**config.mk**
```make
export PLATFORM = sky130hd
export DESIGN_NAME = irq_ctl
export DESIGN_NICKNAME = d
export VERILOG_FILES = /design/src/rtl/irq_ctl.sv
export SDC_FILE = /design/constraint.sdc
export NUM_CORES = 1
export LEC_CHECK = 0
export CELL_PAD_IN_SITES_DETAIL_PLACEMENT = 1
export CELL_PAD_IN_SITES_GLOBAL_PLACEMENT = 2
export CORE_MARGIN = 5
export CORE_UTILIZATION = 39
export DETAILED_ROUTE_END_ITERATION = 6
export DONT_BUFFER_PORTS = 1
export GPL_TIMING_DRIVEN = 1
export PLACE_DENSITY_LB_ADDON = 0.1
export SLEW_MARGIN = 15
export SYNTH_ARGS = -nofsm -noshare
export SYNTH_HDL_FRONTEND = slang
export SYNTH_SLANG_ARGS = --single-unit
```
**constraint.sdc**
```tcl
create_clock -name clk -period 3.9 [get_ports clk]
set_input_delay 1.17 -clock clk [delete_from_list [all_inputs] [get_ports clk]]
set_output_delay 1.17 -clock clk [all_outputs]
set_load 0.005 [all_outputs]
```
**src/rtl/irq_ctl.sv**
```systemverilog
// irq_ctl: memory-mapped interrupt controller for the beta core.
// External lines are synchronised and edge-detected into a pending register.
// A down-counting timer adds one more pending source at index N_SRC.
// Software masks, clears and inspects sources through a 32-byte register window.
// Register state is clocked. Bus reads are combinational to suit a single-cycle core.
module irq_ctl #(
    parameter logic [31:0] BASE  = 32'hFFFF0000,
    parameter int          N_SRC = 8
) (
    input  logic             clk,
    input  logic             reset,
    input  logic [N_SRC-1:0] ext_irq,
    input  logic [31:0]      memAddr,
    input  logic [31:0]      memWriteData,
    input  logic             MemRead,
    input  logic             MemWrite,
    output logic             sel,
    output logic [31:0]      rdata,
    output logic             irq
);

    localparam logic [2:0] OFF_PENDING = 3'd0;
    localparam logic [2:0] OFF_MASK    = 3'd1;
    localparam logic [2:0] OFF_CTRL    = 3'd2;
    localparam logic [2:0] OFF_TLOAD   = 3'd3;
    localparam logic [2:0] OFF_TCOUNT  = 3'd4;
    localparam logic [2:0] OFF_CAUSE   = 3'd5;

    localparam int PAD = 31 - N_SRC;

    logic [N_SRC-1:0] sync1;
    logic [N_SRC-1:0] sync2;
    logic [N_SRC-1:0] hist;
    logic [N_SRC-1:0] rise;

    logic [N_SRC:0]   pending;
    logic [N_SRC:0]   mask;
    logic [N_SRC:0]   active;
    logic [N_SRC:0]   hw_set;
    logic [N_SRC:0]   w1c;

    logic             ctrl_gie;
    logic             ctrl_ten;
    logic             ctrl_trel;
    logic [31:0]      tload;
    logic [31:0]      tcount;
    logic             expire;

    logic [2:0]       offset;
    logic             wr_en;
    logic             wr_pending;
    logic             wr_mask;
    logic             wr_ctrl;
    logic             wr_tload;
    logic             wr_tcount;

    logic             cause_valid;
    logic [3:0]       cause_idx;

    // The window is 32 bytes, so only the upper 27 address bits take part in the decode.
    assign sel    = (memAddr[31:5] == BASE[31:5]);
    assign offset = memAddr[4:2];

    // Only aligned stores commit. A cycle that strobes both read and write is dropped as malformed.
    assign wr_en      = MemWrite & ~MemRead & sel & (memAddr[1:0] == 2'b00);
    assign wr_pending = wr_en & (offset == OFF_PENDING);
    assign wr_mask    = wr_en & (offset == OFF_MASK);
    assign wr_ctrl    = wr_en & (offset == OFF_CTRL);
    assign wr_tload   = wr_en & (offset == OFF_TLOAD);
    assign wr_tcount  = wr_en & (offset == OFF_TCOUNT);

    assign rise   = sync2 & ~hist;
    assign expire = ctrl_ten & (tcount == 32'd0);
    assign hw_set = {expire, rise};
    assign w1c    = wr_pending ? memWriteData[N_SRC:0] : '0;

    assign active = pending & mask;
    assign irq    = ctrl_gie & (|active);

    // Two-flop synchroniser followed by a history flop, so each rising edge is seen exactly once.
    always_ff @(posedge clk or negedge reset) begin
        if (!reset) begin
            sync1 <= '0;
            sync2 <= '0;
            hist  <= '0;
        end else begin
            sync1 <= ext_irq;
            sync2 <= sync1;
            hist  <= sync2;
        end
    end

    // Pending bits latch hardware events. A set arriving with a W1C for the same bit wins.
    always_ff @(posedge clk or negedge reset) begin
        if (!reset) begin
            pending <= '0;
        end else begin
            pending <= (pending & ~w1c) | hw_set;
        end
    end

    // Per-source enable mask.
    always_ff @(posedge clk or negedge reset) begin
        if (!reset) begin
            mask <= '0;
        end else if (wr_mask) begin
            mask <= memWriteData[N_SRC:0];
        end
    end

    // Control bits. A one-shot timer clears TEN on expiry unless software rewrites CTRL in the same cycle.
    always_ff @(posedge clk or negedge reset) begin
        if (!reset) begin
            ctrl_gie  <= 1'b0;
            ctrl_ten  <= 1'b0;
            ctrl_trel <= 1'b0;
        end else if (wr_ctrl) begin
            ctrl_gie  <= memWriteData[0];
            ctrl_ten  <= memWriteData[1];
            ctrl_trel <= memWriteData[2];
        end else if (expire && !ctrl_trel) begin
            ctrl_ten  <= 1'b0;
        end
    end

    // Reload value. It is used only when the counter expires, so writing it never disturbs the count.
    always_ff @(posedge clk or negedge reset) begin
        if (!reset) begin
            tload <= '0;
        end else if (wr_tload) begin
            tload <= memWriteData;
        end
    end

    // Down-counter. A direct software load beats both the decrement and the reload.
    always_ff @(posedge clk or negedge reset) begin
        if (!reset) begin
            tcount <= '0;
        end else if (wr_tcount) begin
            tcount <= memWriteData;
        end else if (ctrl_ten) begin
            if (tcount != 32'd0) begin
                tcount <= tcount - 32'd1;
            end else if (ctrl_trel) begin
                tcount <= tload;
            end
        end
    end

    // Find the lowest enabled pending source. Scanning downward lets the lowest index overwrite the result last.
    always_comb begin
        cause_valid = 1'b0;
        cause_idx   = 4'd0;
        for (int i = N_SRC; i >= 0; i--) begin
            if (active[i]) begin
                cause_valid = 1'b1;
                cause_idx   = 4'(i);
            end
        end
    end

    // Combinational read mux. It returns zero unless a load targets the window.
    always_comb begin
        rdata = 32'd0;
        if (sel && MemRead) begin
            case (offset)
                OFF_PENDING: rdata = {{PAD{1'b0}}, pending};
                OFF_MASK:    rdata = {{PAD{1'b0}}, mask};
                OFF_CTRL:    rdata = {29'd0, ctrl_trel, ctrl_ten, ctrl_gie};
                OFF_TLOAD:   rdata = tload;
                OFF_TCOUNT:  rdata = tcount;
                OFF_CAUSE:   rdata = {cause_valid, 27'd0, cause_idx};
                default:     rdata = 32'd0;
            endcase
        end
    end

endmodule

```
* Yosys cells after proc, flatten, opt, wreduce, memory -nomap -nowiden
Index checks and enable logic that the tools add are counted.
** Storage, ports and cells
- Bits of input ports :: 76
- Output and inout bits :: 34
- Bits in registers :: 109
- Logic and storage cells :: 73
** Cells by class
- Equal/unequal tests :: 6
- Bitwise operators :: 17
- $add $sub $neg :: 1
- Reduce and logical (&&, ||, !) cells :: 12
- Multiplexer cells :: 27
** Operators with widths (count)
- $pmux 32 s6 :: 1
- $mux 32 :: 5
- $mux 4 :: 9
- $logic_not 32->1 :: 1
- $reduce_bool 32->1 :: 1
- $sub 32x1->32 const B :: 1
- $eq 27x27->1 const B :: 1
- $and 9x9->9 :: 2
- $mux 1 :: 11
- $and 1x1->1 :: 10
- $mux 9 :: 1
- $not 9->9 :: 1
- $or 9x9->9 :: 1
- $reduce_or 9->1 :: 1
- $and 8x8->8 :: 1
- $not 8->8 :: 1
- $eq 3x2->1 const B :: 2
- $eq 3x3->1 const B :: 2
- $reduce_bool 2->1 :: 2
- $eq 3x1->1 const B :: 1
- $logic_not 3->1 :: 1
- $reduce_bool 3->1 :: 1
- $logic_and 1x1->1 :: 2
- $logic_not 2->1 :: 1
- other kinds (3) :: 3

* Longest topological paths before layout
- Depth after elaboration :: 12
- Depth in mapped cells :: 9

* Worst setup path after synthesis
Ideal clock, no wire load.
- Path kind :: input to output
- Start :: in memAddr[8]
- End :: out rdata[0]
- Cell stages on the path :: 6
- Data required time :: 2730 ps
- Path buffers :: 1
- Path slack :: 50 ps
- Arrival time :: 2680 ps
- Cell sequence :: or4_4 > nor4_4 > and2_1 > nand3_1 > clkbuf_1 > a21oi_1
** On the way
- Cells in the longest elaborated chain, start to end :: 3
** Ends and longest elaborated chain
- start, declared :: RTL line 13 : input logic [31:0] memAddr,
- $eq 27x27->1 :: RTL line 61 : assign sel = (memAddr[31:5] == BASE[31:5]);
- net sel :: RTL line 17 : output logic sel,
- $logic_and 1x1->1 :: RTL line 165 : if (sel && MemRead) begin
- $mux 32 :: RTL line 165
- end, declared :: RTL line 18 : output logic [31:0] rdata,
The timed path passes the listed nets, and every way through them passes these cells.

* Worst setup path after layout
- Start :: in memAddr[9]
- End :: out rdata[26]
** On the way
- Cells in the longest elaborated chain, start to end :: 3
** Ends and longest elaborated chain (RTL line)
- $eq 27x27->1 :: 61
- $logic_and 1x1->1 :: 165
- $mux 32 :: 165
No other way between the ends.

==> results by stage <==
Setup path:
- On the critical path, the stage with the largest delay is an instance of sky130_fd_sc_hd__or4_4.
- In this run the worst path has a maximum fanout of 18.
- The worst setup path is captured at a primary output.
- STA puts the critical path data arrival time at 2.68 ns.
- On the worst path, the slowest cell contributes a delay of 0.53 ns.
- The worst setup path is of the in -> out kind.
- The startpoint kind of the worst setup timing path is an input pin.
- The data required time of the worst path is between 2 and 3 ns.
- The worst register-to-register path has a setup slack of a little under 0.8 ns.
- Walking the worst path, the cells encountered are or4_4 > nor4_4 > and2_4 > nand3_4 > buf_12 > nor2_1 > buf_4.

Placed design:
- In this run the tool buffered the top-level ports with 0 buffer cells.
- At the placement stage, the worst setup path has a slack of -0.1317 ns.
- The congestion estimate from routability-driven global placement came to 0.8639.
- Counting tap cells, the placed design contains a total of 892 instances.
- Summed over all nets, the half-perimeter wirelength after detailed placement is ~14,000 um.

Power:
- The total power is 0.002195 W.
- VDD sags by at most 215.3 uV.
- The ratio of total power to cell area is just over 300 mW/mm2.
- The static leakage power is 2.988 nW.

Flow run:
- The tool flagged a number of max-cap violations equal to 0.

Global routing:
- The initial antenna violation count is 0.
- The global-route usage over all layers is 23.12%.
- The global-route wire length before repair is 33,220 um.
- The number of global-route vias before repair is 5,802.
- The largest net degree at the start of global routing is 110.
- The total overflow left after global routing is 0.

Timing:
- The final number of hold-violating endpoints is 0.
- The post-route worst setup slack is 0.04957 ns.
- Setup repair after global routing could not meet its margin everywhere.
- Derived from the worst setup path, the maximum achievable clock frequency is 0.2597 GHz.
- On the final layout, the worst clock skew is approximately 0.010 ns.
- Measured against its own limit, the worst slew margin works out to ~54%.
- The max-slew violation count was 0.
- The post-route minimum period is 3.850 ns.
- The slew of the pin with the lowest slew margin is about 0.7 ns.
- The worst path uses 98.73% of the clock period.
- Final hold analysis gives a worst-case slack of 0.3534 ns.
- The final setup violation count is 0.

Layout:
- The antenna diode count is 0.
- The count of cells in the finished layout, fillers not included, comes to 908.
- For this run, the share of the core covered by cells in the final layout is a little under half.
- The final-stage net count is about 770.
- The share of post-route cells with drive strength above 1 is 22.98%.
- The count of fill cells added during filler insertion is 1,803.
- The relative area change from synthesis to final layout is 16.07%.

Clocking:
- The total clock buffers created by CTS is 9.
- The clock net in this run drives a total of roughly 110 sinks.
- In this run, post-CTS hold repair placed 0 buffers.
- The later pin in the worst-skew pair is clocked with a latency of 0.36 ns.
- In this run the number of H-tree levels came out at 3.
- The clock tree from TritonCTS is built.
- The number of buffers inserted by post-CTS setup repair is 0.
- After clock tree synthesis, the clock-pin slew on the worst setup and hold paths is 0.08 ns.
- The tree is rooted in a sky130_fd_sc_hd__clkbuf_16.
- The longest clock path from root to sink contains 2 buffers.

Logic synthesis:
- Sequential cells were found to cover 44.12% of the synthesized design area.
- The post-synthesis cell area is a little over 0.006 mm2.
- The post-synthesis cell type with the largest combined area is sky130_fd_sc_hd__dfrtp_1.
- When the netlist entered floorplanning its net count stood at 741.
- Each instance of the synthesized netlist takes up on average 9.325 um2.
- The portion of netlist area occupied by mux cells is between 10% and 20%.
- Of the post-synthesis cell area, the dominant cell type holds between 40 and 50%.
- The number of flip-flops and latches in the synthesized netlist is 109.
- The count of cell types in the netlist is 63.
- The most used flip-flop cell after synthesis is sky130_fd_sc_hd__dfrtp_1.
- After Yosys synthesis, and, or, nand and nor cells account for 21.07% of the synthesized area.
- By area, the combinational part of the netlist is dominated by simple AND/OR/NAND/NOR gates.
- Yosys mapped a number of flops with a built-in enable equal to 0.
- The proportion of synthesized flip-flops having asynchronous set or reset is 100.0%.
- Summing the areas of all fa, ha and maj instances in the mapped netlist gives 0.4048% of the synthesized area.
- The synthesized instance count is between 600 and 700.
- The number of synthesis warnings is 0.
- Of the total synthesized cell area, the portion taken by XOR and XNOR cells is roughly 2.3%.
- After synthesis, the cell types taking the most area are sky130_fd_sc_hd__dfrtp_1 (44%), sky130_fd_sc_hd__mux2_2 (8.4%), sky130_fd_sc_hd__nor2_1 (5.2%).
- The share of the synthesized area in compound gates (AO/OA/AOI/OAI) is 18.09%.

Die:
- From bottom edge to top edge, the die measures 135.9 um.
- The die outline width is 135.9 um.
- During I/O placement, the number of pins put on the boundary was 110.
- The overall die area is 0.01847 mm2.
- The floorplan has 46 rows.
- After floorplanning, the core was sized to cover 0.01571 mm2.
- The effective utilization at floorplan is roughly two fifths.

Routing:
- Before antenna repair, the detailed router went through 4 iterations.
- The DRC violation count after routing is 0.
- Summed over all layers, the routed wires come to ~20,000 um.
- Dividing the detail-routed via count by the number of cells gives 5.894.
- The detailed router finished its first iteration with 298 violations.
- The remaining antenna violation count is 0.
- The overall via count from detail_route is approximately 5,400.
- After detailed routing, the average wire length per cell comes to 22.58 um.

Worst hold path:
- The path class of the tightest hold or removal check is reg -> reg.

Run status:
- The run finished with clean final reports.
## repair_timing
action                     in CTS  in global routing
setup endpoints to repair      31                 28
pin swaps                       0                  1
gates resized for setup         6                 19
## kinds of logic after synthesis
| logic type | Yosys count |
|---|---|
| flip-flops | 109 |
| AO/OA/AOI/OAI | 173 |
| XOR/XNOR | 16 |
| buffers and inverters | 59 |
| adder cells (fa/ha/maj) | 2 |
| AND/OR/NAND/NOR | 249 |
| multiplexers | 55 |
## power breakdown
group | internal [W] | switching, W
Clock | 0.000534 | 0.000469
Combinational | 0.0000217 | 0.0000248
Sequential | 0.00114 | 0.00000447
Total | 0.00170 | 0.000498
## final timing paths
path | startpoint | to | depth (start not counted)
min in group asynchronous | reset | tcount[28] | 0
hold / removal | sync1[0] | sync2[0] | 0
setup reg to reg | tcount[9] | tcount[25] | 6
hold reg to reg | sync1[0] | sync2[0] | 0
setup / recovery | memAddr[9] | rdata[26] | 7
max in group asynchronous | reset | tcount[1] | 0
## layout by cell type, fill, tap and decap left out, types with 3 or more instances in the layout
cell	instances
sky130_fd_sc_hd__dfrtp_1	109
sky130_fd_sc_hd__nor2_2	12
sky130_fd_sc_hd__nand3_1	11
sky130_fd_sc_hd__xor2_1	8
sky130_fd_sc_hd__nor2b_1	6
sky130_fd_sc_hd__nand2b_1	4
sky130_fd_sc_hd__a22o_1	12
sky130_fd_sc_hd__nor4_4	3
sky130_fd_sc_hd__nor3_1	17
sky130_fd_sc_hd__nand4_1	9
sky130_fd_sc_hd__o31ai_1	6
sky130_fd_sc_hd__nor2_1	72
sky130_fd_sc_hd__clkbuf_16	9
sky130_fd_sc_hd__a21oi_1	55
sky130_fd_sc_hd__or4_1	7
sky130_fd_sc_hd__mux2i_1	7
sky130_fd_sc_hd__inv_6	3
sky130_fd_sc_hd__a22oi_1	34
sky130_fd_sc_hd__o22ai_1	3
sky130_fd_sc_hd__nand2_1	50
sky130_fd_sc_hd__buf_12	3
sky130_fd_sc_hd__a2bb2oi_1	3
sky130_fd_sc_hd__and3_1	19
sky130_fd_sc_hd__o21ai_0	28
sky130_fd_sc_hd__a211o_1	3
sky130_fd_sc_hd__buf_4	53
sky130_fd_sc_hd__a31oi_1	10
sky130_fd_sc_hd__mux2_2	46
sky130_fd_sc_hd__xnor2_1	8
sky130_fd_sc_hd__or2_2	3
sky130_fd_sc_hd__inv_1	13
sky130_fd_sc_hd__nor4_1	11
## critical path: cells and delay by family
family,cells,cell delay (ns)
and+or+nand+nor,5,1.21
buffers and inverters,2,0.30
## cells in the mapped netlist, types with 9 or more instances
master	count
sky130_fd_sc_hd__a31oi_1	10
sky130_fd_sc_hd__dfrtp_1	109
sky130_fd_sc_hd__nor3_1	17
sky130_fd_sc_hd__a21oi_1	57
sky130_fd_sc_hd__nor4_1	11
sky130_fd_sc_hd__nand2_1	50
sky130_fd_sc_hd__nor2_1	86
sky130_fd_sc_hd__and3_1	19
sky130_fd_sc_hd__mux2_2	46
sky130_fd_sc_hd__o21ai_0	28
sky130_fd_sc_hd__nand4_1	9
sky130_fd_sc_hd__inv_1	13
sky130_fd_sc_hd__a22oi_1	34
sky130_fd_sc_hd__nand3_1	13
sky130_fd_sc_hd__a22o_1	12
sky130_fd_sc_hd__clkbuf_1	37
## per-layer routing
layer  up-vias  part of all wire [%]  track usage (%)
met1      2720                    43            30.40
met2       129                    50            38.47
met3        25                   5.0            4.811
met4         0                   2.5            7.055
met5         -                     0                0
li1       2478                     -                -
## per-stage QoR
stage	setup TNS, ns	cell area (um2)
after global placement	-2.350	6766
after floorplan	0	6182
after global routing	-0.8265	7176
after detailed placement	-2.812	6766
after CTS	0	7116
final	0	7176
## area by class of cell
class	count	area (um2)	share of cell area, %
Multi-Input combinational cell	495	3322	46.29
Clock buffer	10	239.0	3.330
Clock inverter	6	83.83	1.168
Timing Repair Buffer	58	480.5	6.696
Sequential cell	109	2728	38.01
Inverter	14	52.55	0.7323
Tap cell	216	270.3	3.766
## state kept, by name, indices dropped and copies added, names as in the netlist
signal / flops
ctrl_trel: 1
tload: 32
ctrl_gie: 1
pending: 9
hist: 8
ctrl_ten: 1
mask: 9
tcount: 32
sync1: 8
sync2: 8
No activity file was read; power rests on OpenSTA's default activity.
